<file path="src/rtl/display_pkg.sv">
// Shared constants for the seven-segment text display.
// Segment patterns are {g,f,e,d,c,b,a}, active-low.
package display_pkg;

    localparam int DIGITS    = 4;
    localparam int MSG_DEPTH = 16;

    localparam logic [6:0] SEG_BLANK   = 7'h7F;
    localparam logic [7:0] ASCII_SPACE = 8'h20;

    localparam logic [6:0] SEG_0    = 7'b1000000;
    localparam logic [6:0] SEG_1    = 7'b1111001;
    localparam logic [6:0] SEG_8    = 7'b0000000;
    localparam logic [6:0] SEG_A    = 7'b0001000;
    localparam logic [6:0] SEG_DASH = 7'b0111111;

endpackage

</file>
<file path="src/rtl/seg_text_scanner_if.sv">
// Message-write and display-drive bundle for the text scanner.
// The master side loads text and paces refresh; the slave side drives the digits.
interface seg_text_scanner_if #(
    parameter int DIGITS = 4,
    parameter int AW     = 4
) ();

    logic              refresh_clk;
    logic              wr_en;
    logic [AW-1:0]     wr_addr;
    logic [7:0]        wr_data;
    logic [AW:0]       msg_len;
    logic              scroll_en;
    logic [DIGITS-1:0] an;
    logic [6:0]        seg;
    logic              dp;

    modport master (
        output refresh_clk,
        output wr_en,
        output wr_addr,
        output wr_data,
        output msg_len,
        output scroll_en,
        input  an,
        input  seg,
        input  dp
    );

    modport slave (
        input  refresh_clk,
        input  wr_en,
        input  wr_addr,
        input  wr_data,
        input  msg_len,
        input  scroll_en,
        output an,
        output seg,
        output dp
    );

endinterface

</file>
<file path="src/rtl/ascii_to_seg.sv">
// ASCII to active-low seven-segment glyph; letters are case-insensitive.
// Anything without a sensible glyph is blank.
module ascii_to_seg
    import display_pkg::*;
(
    input  logic [7:0] ch,
    output logic [6:0] seg
);

    logic [7:0] up;

    always_comb begin
        up = ch;
        if (ch >= "a" && ch <= "z") begin
            up = ch & 8'hDF;
        end
    end

    always_comb begin
        seg = SEG_BLANK;
        case (up)
            "0": seg = SEG_0;
            "1": seg = SEG_1;
            "2": seg = 7'b0100100;
            "3": seg = 7'b0110000;
            "4": seg = 7'b0011001;
            "5": seg = 7'b0010010;
            "6": seg = 7'b0000010;
            "7": seg = 7'b1111000;
            "8": seg = SEG_8;
            "9": seg = 7'b0010000;
            "-": seg = SEG_DASH;
            "A": seg = SEG_A;
            "B": seg = 7'b0000011;
            "C": seg = 7'b1000110;
            "D": seg = 7'b0100001;
            "E": seg = 7'b0000110;
            "F": seg = 7'b0001110;
            "G": seg = 7'b1000010;
            "H": seg = 7'b0001001;
            "I": seg = 7'b1111001;
            "J": seg = 7'b1100001;
            "K": seg = 7'b0001010;
            "L": seg = 7'b1000111;
            "M": seg = 7'b1101010;
            "N": seg = 7'b0101011;
            "O": seg = 7'b1000000;
            "P": seg = 7'b0001100;
            "Q": seg = 7'b0011000;
            "R": seg = 7'b0101111;
            "S": seg = 7'b0010010;
            "T": seg = 7'b0000111;
            "U": seg = 7'b1000001;
            "V": seg = 7'b1100011;
            "W": seg = 7'b1010101;
            "X": seg = 7'b0001001;
            "Y": seg = 7'b0010001;
            "Z": seg = 7'b0100100;
            default: seg = SEG_BLANK;
        endcase
    end

endmodule

</file>
<file path="src/rtl/seg_text_scanner.sv">
// Multiplexed seven-segment text driver with optional horizontal scroll.
// refresh_clk is a level from the divider; only its rising edge is used.
module seg_text_scanner #(
    parameter int DIGITS       = display_pkg::DIGITS,
    parameter int MSG_DEPTH    = display_pkg::MSG_DEPTH,
    parameter int SCROLL_TICKS = 5000
) (
    input logic               clk,
    input logic               reset,
    seg_text_scanner_if.slave bus
);

    import display_pkg::*;

    localparam int AW = $clog2(MSG_DEPTH);
    localparam int DW = (DIGITS > 1) ? $clog2(DIGITS) : 1;
    localparam int CW = (SCROLL_TICKS > 1) ? $clog2(SCROLL_TICKS) : 1;

    localparam logic [DW-1:0] LAST_DIGIT = DW'(DIGITS - 1);
    localparam logic [CW-1:0] LAST_CNT   = CW'(SCROLL_TICKS - 1);
    localparam logic [AW:0]   DEPTH      = (AW + 1)'(MSG_DEPTH);

    logic              prev;
    logic              tick;
    logic [DW-1:0]     digit_sel;
    logic [DW-1:0]     digit_nxt;
    logic [AW-1:0]     offset;
    logic [CW-1:0]     scroll_cnt;
    logic [AW-1:0]     rd_addr;
    logic [AW:0]       len_clamped;
    logic [7:0]        buffer [MSG_DEPTH];
    logic [7:0]        rd_char;
    logic [6:0]        glyph;
    logic [6:0]        seg_nxt;
    logic [DIGITS-1:0] an_nxt;
    logic [DIGITS-1:0] an_q;
    logic [6:0]        seg_q;

    // Address and glyph are looked up for the digit about to be lit.
    always_comb begin
        tick        = bus.refresh_clk & ~prev;
        digit_nxt   = (digit_sel == LAST_DIGIT) ? '0 : digit_sel + 1'b1;
        rd_addr     = offset + AW'(DIGITS - 1 - int'(digit_nxt));
        len_clamped = (bus.msg_len > DEPTH) ? DEPTH : bus.msg_len;
        rd_char     = buffer[rd_addr];
        seg_nxt     = ({1'b0, rd_addr} < len_clamped) ? glyph : SEG_BLANK;
        an_nxt      = ~(DIGITS'(1) << digit_nxt);
    end

    ascii_to_seg u_dec (
        .ch  (rd_char),
        .seg (glyph)
    );

    always_ff @(posedge clk) begin
        if (reset) begin
            prev      <= 1'b1;
            digit_sel <= LAST_DIGIT;
            an_q      <= '1;
            seg_q     <= SEG_BLANK;
        end else begin
            prev <= bus.refresh_clk;
            if (tick) begin
                digit_sel <= digit_nxt;
                an_q      <= an_nxt;
                seg_q     <= seg_nxt;
            end
        end
    end

    always_ff @(posedge clk) begin
        if (reset || !bus.scroll_en) begin
            scroll_cnt <= '0;
            offset     <= '0;
        end else if (tick) begin
            if (scroll_cnt == LAST_CNT) begin
                scroll_cnt <= '0;
                offset     <= offset + 1'b1;
            end else begin
                scroll_cnt <= scroll_cnt + 1'b1;
            end
        end
    end

    // Display reads see the pre-write contents on a same-address collision.
    always_ff @(posedge clk) begin
        if (reset) begin
            for (int i = 0; i < MSG_DEPTH; i++) begin
                buffer[i] <= ASCII_SPACE;
            end
        end else if (bus.wr_en) begin
            buffer[bus.wr_addr] <= bus.wr_data;
        end
    end

    assign bus.an  = an_q;
    assign bus.seg = seg_q;
    assign bus.dp  = 1'b1;

endmodule

</file>
<file path="src/flat_wrapper.sv">
// flat-port wrapper written by rule: the top's interface ports become plain ports
module seg_text_scanner_flat import display_pkg::*;
#(
    parameter int DIGITS       = display_pkg::DIGITS,
    parameter int MSG_DEPTH    = display_pkg::MSG_DEPTH,
    parameter int SCROLL_TICKS = 5000
)
  (clk, reset, bus_refresh_clk, bus_wr_en, bus_wr_addr, bus_wr_data, bus_msg_len, bus_scroll_en, bus_an, bus_seg, bus_dp);
  seg_text_scanner_if #(.DIGITS(DIGITS), .AW((4))) bus_i ();
  input logic clk;
  input logic reset;
  input wire logic [$bits(bus_i.refresh_clk)-1:0] bus_refresh_clk;
  input wire logic [$bits(bus_i.wr_en)-1:0] bus_wr_en;
  input wire logic [$bits(bus_i.wr_addr)-1:0] bus_wr_addr;
  input wire logic [$bits(bus_i.wr_data)-1:0] bus_wr_data;
  input wire logic [$bits(bus_i.msg_len)-1:0] bus_msg_len;
  input wire logic [$bits(bus_i.scroll_en)-1:0] bus_scroll_en;
  output wire logic [$bits(bus_i.an)-1:0] bus_an;
  output wire logic [$bits(bus_i.seg)-1:0] bus_seg;
  output wire logic [$bits(bus_i.dp)-1:0] bus_dp;
  assign bus_i.refresh_clk = bus_refresh_clk;
  assign bus_i.wr_en = bus_wr_en;
  assign bus_i.wr_addr = bus_wr_addr;
  assign bus_i.wr_data = bus_wr_data;
  assign bus_i.msg_len = bus_msg_len;
  assign bus_i.scroll_en = bus_scroll_en;
  assign bus_an = bus_i.an;
  assign bus_seg = bus_i.seg;
  assign bus_dp = bus_i.dp;
  seg_text_scanner #(.DIGITS(DIGITS), .MSG_DEPTH(MSG_DEPTH), .SCROLL_TICKS(SCROLL_TICKS)) u_core (.clk(clk), .reset(reset), .bus(bus_i));
endmodule
</file>
<file path="config.mk">
export PLATFORM = sky130hd
export DESIGN_NAME = seg_text_scanner_flat
export DESIGN_NICKNAME = d
export VERILOG_FILES = /design/src/rtl/display_pkg.sv /design/src/rtl/seg_text_scanner_if.sv /design/src/rtl/ascii_to_seg.sv /design/src/rtl/seg_text_scanner.sv /design/src/flat_wrapper.sv
export SDC_FILE = /design/constraint.sdc
export NUM_CORES = 1
export LEC_CHECK = 0
export ABC_AREA = 1
export BUFFER_PORTS_ARGS = -buffer_cell sky130_fd_sc_hd__buf_2
export CORE_MARGIN = 5
export CORE_UTILIZATION = 60
export CTS_CLUSTER_SIZE = 14
export DETAILED_ROUTE_END_ITERATION = 8
export GPL_TIMING_DRIVEN = 0
export PLACE_DENSITY = 0.81
export SYNTH_ARGS = -nofsm -noshare
export SYNTH_HDL_FRONTEND = slang
export SYNTH_SLANG_ARGS = --single-unit
</file>
<file path="constraint.sdc">
create_clock -name clk -period 4.8 [get_ports clk]
set_input_delay 0.24 -clock clk [delete_from_list [all_inputs] [get_ports clk]]
set_output_delay 0.24 -clock clk [all_outputs]
set_load 0.1 [all_outputs]
</file>
==> results.py <==
metrics = {
    "grt": {
        "grt_usage_pct": 24.8,
        "grt_max_degree": 17,
        "grt_pass1_wl_mm": 31.9,
        "grt.busiest_layer": "met2",
        "overflow": 0,
        "grt_util_met1_pct": 32.3,
        "gr-usage-met2_pct": 40.9,
        "grtUsageMet3_pct": 4.52,
        "grt_pass1_vias": 6535,
        "antenna_found_initial": 0,
    },
    "critical_path": {
        "r2r_cells": 24,
        "endpoint_kind": "register",
        "path_max_fanout": 10,
        "start_kind": "register",
        "crit_arrival_ns": 4.70,
        "r2r_setup_slack_ns": 0.42,
        "crit_end": "u_core.bus.seg[6]",
        "r2r-start": "u_core.digit_sel[0]",
        "cp_data_required_time_ns": 5.12,
        "crit_start": "u_core.digit_sel[0]",
        "crit_type": "register to register",
        "reg2reg_to": "u_core.bus.seg[6]",
    },
    "timing": {
        "finalMaxSlewViolations": 0,
        "worst_pin_slew_ns": 0.597,
        "period_needed_ns": 4.38,
        "hold_viol_final": 0,
        "finalSetupTns_ns": 0,
        "rsz0062_at_grt": "no",
        "clock_skew_ns": 0.00787,
        "setup_violations": 0,
        "timing.fmax_ghz": 0.228,
        "period_share_pct": 91.3,
        "slew_headroom_pct": 60.2,
    },
    "die": {
        "core_um2": 13800,
        "die_w_um": 129,
        "die_h_um": 129,
        "start_util_pct": 61.1,
        "placementRows": 43,
        "io_pins": 34,
        "dieArea_um2": 16600,
    },
    "synthesis": {
        "synth.distinct_cells": 42,
        "synth_cells": 998,
        "synthAdderAreaFrac_pct": 3.05,
        "synthFlopType": "edfxtp_1",
        "ys_warn_count": 0,
        "synth_top_family_by_area": "simple AND/OR/NAND/NOR gates",
        "ys_seq_elements": 159,
        "synth_area_per_cell_um2": 8.47,
        "synth_mux_area_share_pct": 0,
        "synth-seq-area-share_pct": 52.8,
        "postSynth.asyncResetShare_pct": 0,
        "synth_edf_count": 128,
        "syn-num-nets": 1040,
        "synth-xor-area-share_pct": 0.104,
        "synth-simple-area-share_pct": 29.4,
        "netlist_area_um2": 8450,
        "synth_compound_area_share_pct": 5.88,
    },
    "power_and_ir_drop": {
        "pwr_density_cell_nw_per_um2": 363,
        "max-vdd-ir-drop_uv": 237,
        "leakage_nw": 3.90,
    },
    "drt": {
        "drt-pass1-iter-count": 8,
        "drt_iter0_drc": 671,
        "vias": 6898,
        "detail_route.vias_per_cell": 5.55,
        "wl_mm": 19.6,
        "avgRoutedWirePerCell_um": 15.8,
        "drcViolationCount": 0,
        "ant_nets": 0,
    },
    "hold_path": {
        "min_path_type": "primary input to register",
    },
    "final_layout": {
        "fin_cells": 1242,
        "drive_above_1_share_pct": 11.8,
        "num-nets-final": 1091,
        "antenna_cells": 0,
        "fin_area_um2": 9420,
        "area_growth_pct": 11.4,
    },
    "clock_network": {
        "cts-root-buf": "clkbuf_16",
        "insertion_delay_ns": 0.43,
        "cts_tree": "yes",
        "postCtsHoldBufs": 0,
        "postCtsSetupBuffers": 0,
        "htreeDepth": 4,
        "clk_pin_slew_ns": 0.06,
        "numCtsBuffers": 17,
        "cts.repair.resized": 0,
        "clock-sinks": 159,
        "clock_path_buffers": 2,
    },
    "placed_design": {
        "port_buffers": 32,
        "post_dp_cell_area_um2": 8840,
        "dp.cells": 1210,
        "gp_congestion": 0.900,
        "place_hpwl_mm": 14.4,
    },
    "outcome": {
        "status": "complete, no violations",
    },
    "job": {
        "drv_cap": 0,
    },
}
[registers in the layout, summed over array words and instances, names as in the netlist]
| signal | count |
|---|---|
| u_core.digit_sel | 2 |
| u_core.offset | 4 |
| u_core.prev | 1 |
| u_core.bus.an | 4 |
| u_core.buffer | 128 |
| u_core.scroll_cnt | 13 |
| u_core.bus.seg | 7 |
[critical path: stages, from the launching register on]
cell and delay, ns:
dfxtp_1 0.35, ha_1 0.21, or2_2 0.29, ha_1 0.22, inv_1 0.07, fa_1 0.47, inv_2 0.19, buf_4 0.25
buf_6 0.19, nand3_1 0.10, nand3_1 0.08, nand3_1 0.11, nand2_1 0.34, inv_1 0.17, ha_1 0.39, nand3_1 0.18
nand3_1 0.11, nand3_1 0.10, nand2_1 0.07, inv_1 0.05, nand2_1 0.04, nand2_1 0.05, nand3_1 0.09, nand2_1 0.08
nand2_1 0.05
[worst min path at each step]
stage,start,cells after the start,to
after floorplan,reset,2,u_core.bus.an[3]
after CTS,bus_refresh_clk,3,u_core.prev
after global placement,u_core.scroll_cnt[12],1,u_core.scroll_cnt[12]
final,bus_refresh_clk,3,u_core.prev
after global routing,bus_refresh_clk,3,u_core.prev
after detailed placement,u_core.bus.seg[3],2,u_core.bus.seg[3]
[layout by cell type (no fill, tap or decap), drive strengths merged, types with 2 or more instances in the layout]
cell | synthesis | layout
edfxtp | 128 | 128
or2 | 4 | 4
a21oi | 36 | 36
clkinv | 0 | 9
nand4 | 4 | 4
o21bai | 3 | 3
a211oi | 2 | 2
o21ai | 30 | 30
dfxtp | 31 | 31
nand3 | 113 | 113
buf | 30 | 62
nor2 | 193 | 193
nor4 | 3 | 3
o211ai | 11 | 11
nor3 | 8 | 8
bufinv | 0 | 3
inv | 105 | 106
clkbuf | 14 | 33
nand2 | 254 | 254
ha | 19 | 19
[logic make-up after synthesis]
family,after synthesis
AND/OR/NAND/NOR,581
flip-flops,159
buffers and inverters,149
AO/OA/AOI/OAI,87
adder cells (fa/ha/maj),20
XOR/XNOR,1
other,1
[per-stage QoR]
step | setup slack [ns] | hold slack, ns | util (%) | power [W]
CTS | 0.480 | 0.0141 | 68.1 | 0.00342
finish | 0.419 | 0.0253 | 68.1 | 0.00342
global route | 0.146 | 0.0379 | 68.1 | 0.00355
detailed placement | 0.510 | 0.452 | 63.9 | 0.00211
global placement | 0.558 | 0.440 | 63.9 | 0.00210
floorplan | 1.32 | 0.340 | - | 0.00198
[synth_stat cells (2+ instances only)]
library cell,number,area share (%)
nand2_1,240,11
ha_1,19,2.8
o21ai_1,4,0.24
nand2_4,2,0.27
nand2_2,12,0.89
clkbuf_1,14,0.62
o21ai_0,26,1.5
o21bai_1,3,0.27
inv_2,7,0.31
nor3_1,8,0.47
nand3_1,102,6.0
buf_6,17,2.3
buf_4,7,0.62
a21oi_1,35,2.1
inv_1,97,4.3
nor4_1,3,0.22
nor2_2,2,0.15
buf_2,5,0.30
edfxtp_1,128,45
a211oi_1,2,0.18
nand3_2,10,1.2
nor2_1,190,8.4
nand4_1,4,0.30
dfxtp_1,31,7.3
or2_0,3,0.22
o211ai_1,11,0.98
[layer usage]
layer,vias to the layer above,part of all wire (%)
li1,3367,-
met1,3217,41
met2,273,49
met3,41,7.4
met4,0,2.3
met5,-,0
[where the power goes]
group	internal, W	total, W	switching (W)	leakage [nW]
Sequential	0.00156	0.00158	0.0000216	1.48
Clock	0.000809	0.00133	0.000524	0.283
Combinational	0.000154	0.000507	0.000353	2.14
Total	0.00252	0.00342	0.000898	3.90
[area by class of cell]
type	count	area (um2)
Multi-Input combinational cell	690	3250
Tap cell	180	225
Buffer	44	337
Clock inverter	13	145
Sequential cell	159	4460
Clock buffer	19	433
Fill cell	1101	4410
Timing Repair Buffer	32	160
Inverter	105	399
No activity file was read; power rests on OpenSTA's default activity.
